<file path="src/rtl/stack_pkg.sv">
// Shared definitions for the processor operand stack: default geometry and
// the per-cycle operation decode.
package stack_pkg;

    localparam int STACK_WIDTH = 8;
    localparam int STACK_DEPTH = 16;

    typedef enum logic [2:0] {
        OP_IDLE,
        OP_PUSH,
        OP_POP,
        OP_REPL,
        OP_TOS
    } op_e;

    // push+pop is a replace; tos is ignored whenever push or pop is present.
    function automatic op_e decode_op(input logic push, input logic pop, input logic tos);
        if (push && pop) return OP_REPL;
        else if (pop)    return OP_POP;
        else if (push)   return OP_PUSH;
        else if (tos)    return OP_TOS;
        else             return OP_IDLE;
    endfunction

endpackage

</file>
<file path="src/rtl/stack_mem.sv">
// Stack storage: DEPTH x WIDTH array with one synchronous write port and one
// combinational read port. Contents are intentionally not reset.
module stack_mem #(
    parameter int WIDTH = 8,
    parameter int DEPTH = 16,
    parameter int AW    = $clog2(DEPTH)
) (
    input  logic             clk,
    input  logic             we,
    input  logic [AW-1:0]    waddr,
    input  logic [WIDTH-1:0] wdata,
    input  logic [AW-1:0]    raddr,
    output logic [WIDTH-1:0] rdata
);

    logic [WIDTH-1:0] mem [DEPTH];

    always_ff @(posedge clk) begin
        if (we) mem[waddr] <= wdata;
    end

    assign rdata = mem[raddr];

endmodule

</file>
<file path="src/rtl/param_stack.sv">
// Parametrised LIFO operand stack with replace, registered read + valid
// strobe, occupancy status and sticky overflow/underflow flags.
module param_stack
    import stack_pkg::*;
#(
    parameter int WIDTH = STACK_WIDTH,
    parameter int DEPTH = STACK_DEPTH,
    parameter int CW    = $clog2(DEPTH + 1)
) (
    input  logic             clk,
    input  logic             rst,
    input  logic             push,
    input  logic             pop,
    input  logic             tos,
    input  logic             err_clr,
    input  logic [WIDTH-1:0] Din,
    output logic [WIDTH-1:0] Dout,
    output logic             dout_valid,
    output logic [CW-1:0]    count,
    output logic             empty,
    output logic             full,
    output logic             overflow,
    output logic             underflow
);

    localparam int AW = $clog2(DEPTH);
    localparam logic [CW-1:0] SP_FULL = CW'(DEPTH);
    localparam logic [CW-1:0] SP_ONE  = CW'(1);

    logic [CW-1:0]    sp;
    logic [AW-1:0]    top_addr, push_addr, waddr;
    logic [WIDTH-1:0] rdata;
    logic             we, ovf_set, unf_set;
    op_e              op;

    assign count = sp;
    assign empty = (sp == '0);
    assign full  = (sp == SP_FULL);

    // Addresses are truncated; each is only consumed when sp makes it valid.
    assign top_addr  = AW'(sp - SP_ONE);
    assign push_addr = AW'(sp);

    assign op = decode_op(push, pop, tos);

    // A replace on an empty stack degenerates to a plain push at slot 0.
    assign we    = (op == OP_REPL) || (op == OP_PUSH && !full);
    assign waddr = (op == OP_REPL && !empty) ? top_addr : push_addr;

    assign ovf_set = (op == OP_PUSH) && full;
    assign unf_set = empty && (op == OP_REPL || op == OP_POP || op == OP_TOS);

    stack_mem #(
        .WIDTH (WIDTH),
        .DEPTH (DEPTH),
        .AW    (AW)
    ) u_mem (
        .clk   (clk),
        .we    (we),
        .waddr (waddr),
        .wdata (Din),
        .raddr (top_addr),
        .rdata (rdata)
    );

    always_ff @(posedge clk or negedge rst) begin
        if (!rst) begin
            sp         <= '0;
            Dout       <= '0;
            dout_valid <= 1'b0;
        end else begin
            dout_valid <= 1'b0;
            case (op)
                OP_REPL: begin
                    if (empty) begin
                        sp <= SP_ONE;
                    end else begin
                        Dout       <= rdata;
                        dout_valid <= 1'b1;
                    end
                end
                OP_POP: begin
                    if (!empty) begin
                        Dout       <= rdata;
                        sp         <= sp - SP_ONE;
                        dout_valid <= 1'b1;
                    end
                end
                OP_PUSH: begin
                    if (!full) sp <= sp + SP_ONE;
                end
                OP_TOS: begin
                    if (!empty) begin
                        Dout       <= rdata;
                        dout_valid <= 1'b1;
                    end
                end
                default: ;
            endcase
        end
    end

    // Set takes priority over a same-cycle clear.
    always_ff @(posedge clk or negedge rst) begin
        if (!rst) begin
            overflow  <= 1'b0;
            underflow <= 1'b0;
        end else begin
            overflow  <= ovf_set | (overflow  & ~err_clr);
            underflow <= unf_set | (underflow & ~err_clr);
        end
    end

endmodule
</file>
<file path="config.mk">
export PLATFORM = sky130hd
export DESIGN_NAME = param_stack
export DESIGN_NICKNAME = d
export VERILOG_FILES = /design/src/rtl/stack_pkg.sv /design/src/rtl/stack_mem.sv /design/src/rtl/param_stack.sv
export SDC_FILE = /design/constraint.sdc
export NUM_CORES = 1
export LEC_CHECK = 0
export CORE_UTILIZATION = 45
export DETAILED_ROUTE_END_ITERATION = 16
export PLACE_DENSITY = 0.59
export SLEW_MARGIN = 5
export SYNTH_ARGS = -nofsm -noshare
export SYNTH_HDL_FRONTEND = slang
export SYNTH_HIERARCHICAL = 1
export SYNTH_SLANG_ARGS = --single-unit
export TNS_END_PERCENT = 10
</file>
<file path="constraint.sdc">
create_clock -name clk -period 4.06 [get_ports clk]
set_input_delay 1.015 -clock clk [delete_from_list [all_inputs] [get_ports clk]]
set_output_delay 1.015 -clock clk [all_outputs]
set_load 0.01 [all_outputs]
</file>
==> impl_metrics.env <==
export IMPL_io_buffers=31
export IMPL_netlist_instances=324
export IMPL_antenna_found_initial=0
export IMPL_tns_ps=0
export IMPL_startpoint_type="flip-flop"
export IMPL_place_ws_ps=453
export IMPL_ys_flop_type="edfxtp_1"
export IMPL_row_count=42
export IMPL_die_y_um=118
export IMPL_seq_area_frac_synth_pct=69.9
export IMPL_fmaxAchievable_ghz=0.302
export IMPL_syn_cell_area_mm2=0.00607
export IMPL_first_global_vias=3059
export IMPL_r2r_start="count[0]"
export IMPL_hold_path_class="reg -> reg"
export IMPL_viasPerCell=5.71
export IMPL_ys_types=47
export IMPL_peakVddDrop_mv=0.404
export IMPL_area_growth_pct=17.9
export IMPL_slew_violations=0
export IMPL_clk_pin_slew_ps=60
export IMPL_setup_slack_ps=744
export IMPL_ctsHoldBuffers=0
export IMPL_drive_gt1_share_pct=20.1
export IMPL_ys_async_sr_fraction_pct=11.1
export IMPL_synth_avg_cell_area_um2=18.7
export IMPL_synth_edf_count=128
export IMPL_pin_count=32
export IMPL_hold_viol=0
export IMPL_end_kind="output pin"
export IMPL_post_route_min_period_ps=3320
export IMPL_overflow=0
export IMPL_cts_resized=0
export IMPL_ant_nets=0
export IMPL_drv_cap=0
export IMPL_route_detailed_drc=0
export IMPL_cts_tree="yes"
export IMPL_grt_use_total_pct=19.3
export IMPL_criticalPathCategory="reg -> out"
export IMPL_synthesis_nets=347
export IMPL_yosysWarnings=6
export IMPL_drtIter0Drc=325
export IMPL_run_status="finished clean"
export IMPL_synth_area_leaders="edfxtp_1, mux4_2, dfrtp_1"
export IMPL_setup_viol=0
export IMPL_powerDensity_mw_per_mm2=731
export IMPL_post_drt_wl_per_cell_um=21.9
export IMPL_worst_slew_pin_slew_ps=779
export IMPL_worstSkewPairLatency_ps=410
export IMPL_dp_hpwl_um=7980
export IMPL_cts_made_buffers=17
export IMPL_synth_seq_cells=144
export IMPL_antenna_cells=0
export IMPL_grt_setup_unrepaired="no"
export IMPL_yosysTopAreaCell="edfxtp_1"
export IMPL_finalClockSkew_ps=4.65
export IMPL_cts_setup_buffers=0
export IMPL_critPathArrivalTime_ps=2300
export IMPL_grt_pass1_wl_um=19100
export IMPL_htreeDepth=4
export IMPL_cts_path_max_buffers=2
export IMPL_relSlewSlack_pct=47.9
export IMPL_die_area_mm2=0.0140
export IMPL_p_leak_uw=0.00252
export IMPL_num_vias=3221
export IMPL_final_nets=398
export IMPL_synth_top_area_share_pct=63.3
export IMPL_core_area_mm2=0.0132
export IMPL_first_pass_iters=5
export IMPL_path_max_fanout=7
export IMPL_wl_um=12300
export IMPL_cts_sinks=144
export IMPL_critical_path_startpoint="count[1]"
export IMPL_gp_congestion=0.812
export IMPL_worst_ep_required_time_ps=3040
export IMPL_root_buffer="clkbuf_16"
export IMPL_grt_max_degree=36
export IMPL_period_share_pct=81.7
export IMPL_worstHoldStart="underflow"
export IMPL_dieWidth_um=118
export IMPL_start_util_pct=46.0
[critical path, cell delays in order, from the launching register on]
cell and delay, ps:
dfrtp_1 460, inv_1 150, ha_1 190, or4b_4 490, inv_2 70, clkdlybuf4s50_1 520
[flip-flops by register name, indices dropped and copies added, names as in the netlist]
name,flops
count,5
overflow,1
dout_valid,1
u_mem/mem,128
underflow,1
Dout,8
[routing by layer]
layer	global-route usage, %	share of wire [%]
met1	27.6	45
met2	28.4	47
met3	5.36	5.9
met4	6.73	1.5
met5	0	0
[worst paths after layout]
path | slack (ps) | cells after the start | to
max | 740 | 5 | empty
max in group asynchronous | 2510 | 1 | Dout[4]
min | 490 | 1 | underflow
min in group asynchronous | 1060 | 1 | count[1]
min reg2reg | 490 | 1 | underflow
max reg2reg | 970 | 8 | Dout[0]
[layout make-up]
class,instances,area [µm²]
Clock inverter,14,124
Fill cell,1040,6030
Tap cell,176,220
Clock buffer,18,429
Inverter,10,37.5
Sequential cell,144,4240
Timing Repair Buffer,49,445
Multi-Input combinational cell,153,1660
[per-stage QoR]
stage                     hold slack [ps]  total power (µW)  util [%]  instance area [µm²]  std cells
after global placement                480              3810      50.1                 6610        532
after detailed placement              480              3830      50.1                 6610        532
final                                 488              5230      54.3                 7160        564
after CTS                             496              5290      54.3                 7160        564
after global routing                  516              5480      54.3                 7160        564
after floorplan                       521              3240         -                 6070        324
[logic make-up (layout without fill, tap and decap cells)]
| logic type | count (synthesis) | after routing | share of synthesized area, % |
|---|---|---|---|
| compound gates | 35 | 35 | 4.26 |
| flops | 144 | 144 | 69.9 |
| simple gates | 60 | 60 | 5.15 |
| buf+inv | 27 | 91 | 2.76 |
| fa+ha+maj | 9 | 9 | 1.85 |
| xor+xnor | 6 | 6 | 0.865 |
| mux | 43 | 43 | 15.2 |
[Yosys cell counts, types with 2 or more instances]
cell	count
a22o_1	3
a22oi_1	16
a32o_1	2
and2_1	2
buf_2	5
buf_6	5
clkbuf_1	3
clkdlybuf4s25_2	3
dfrtp_1	16
edfxtp_1	128
ha_1	9
inv_1	9
mux2_4	8
mux2i_1	2
mux4_1	14
mux4_2	18
nand2_1	16
nand2b_1	3
nand3_1	3
nand3b_1	2
nor2_1	15
nor3_1	7
nor3b_1	2
o21ai_0	6
xnor2_1	3
xor2_1	3
[power by group]
group	internal (µW)	leakage [µW]	switching, µW
sequential	1820	0.00136	101
clock	888	0.000268	557
combinational	869	0.000890	997
[layout by cell type, fill, tap and decap left out, drive strengths merged, types with 6 or more instances in the layout]
cell           instances
buf                   18
nand2                 16
mux4                  32
edfxtp               128
clkdlybuf4s50         31
inv                   10
mux2                   9
nor3                   7
nor2                  15
dfrtp                 16
a22oi                 16
clkinv                 9
ha                     9
clkbuf                18
o21ai                  6
Power figures use the tool's default switching activity.
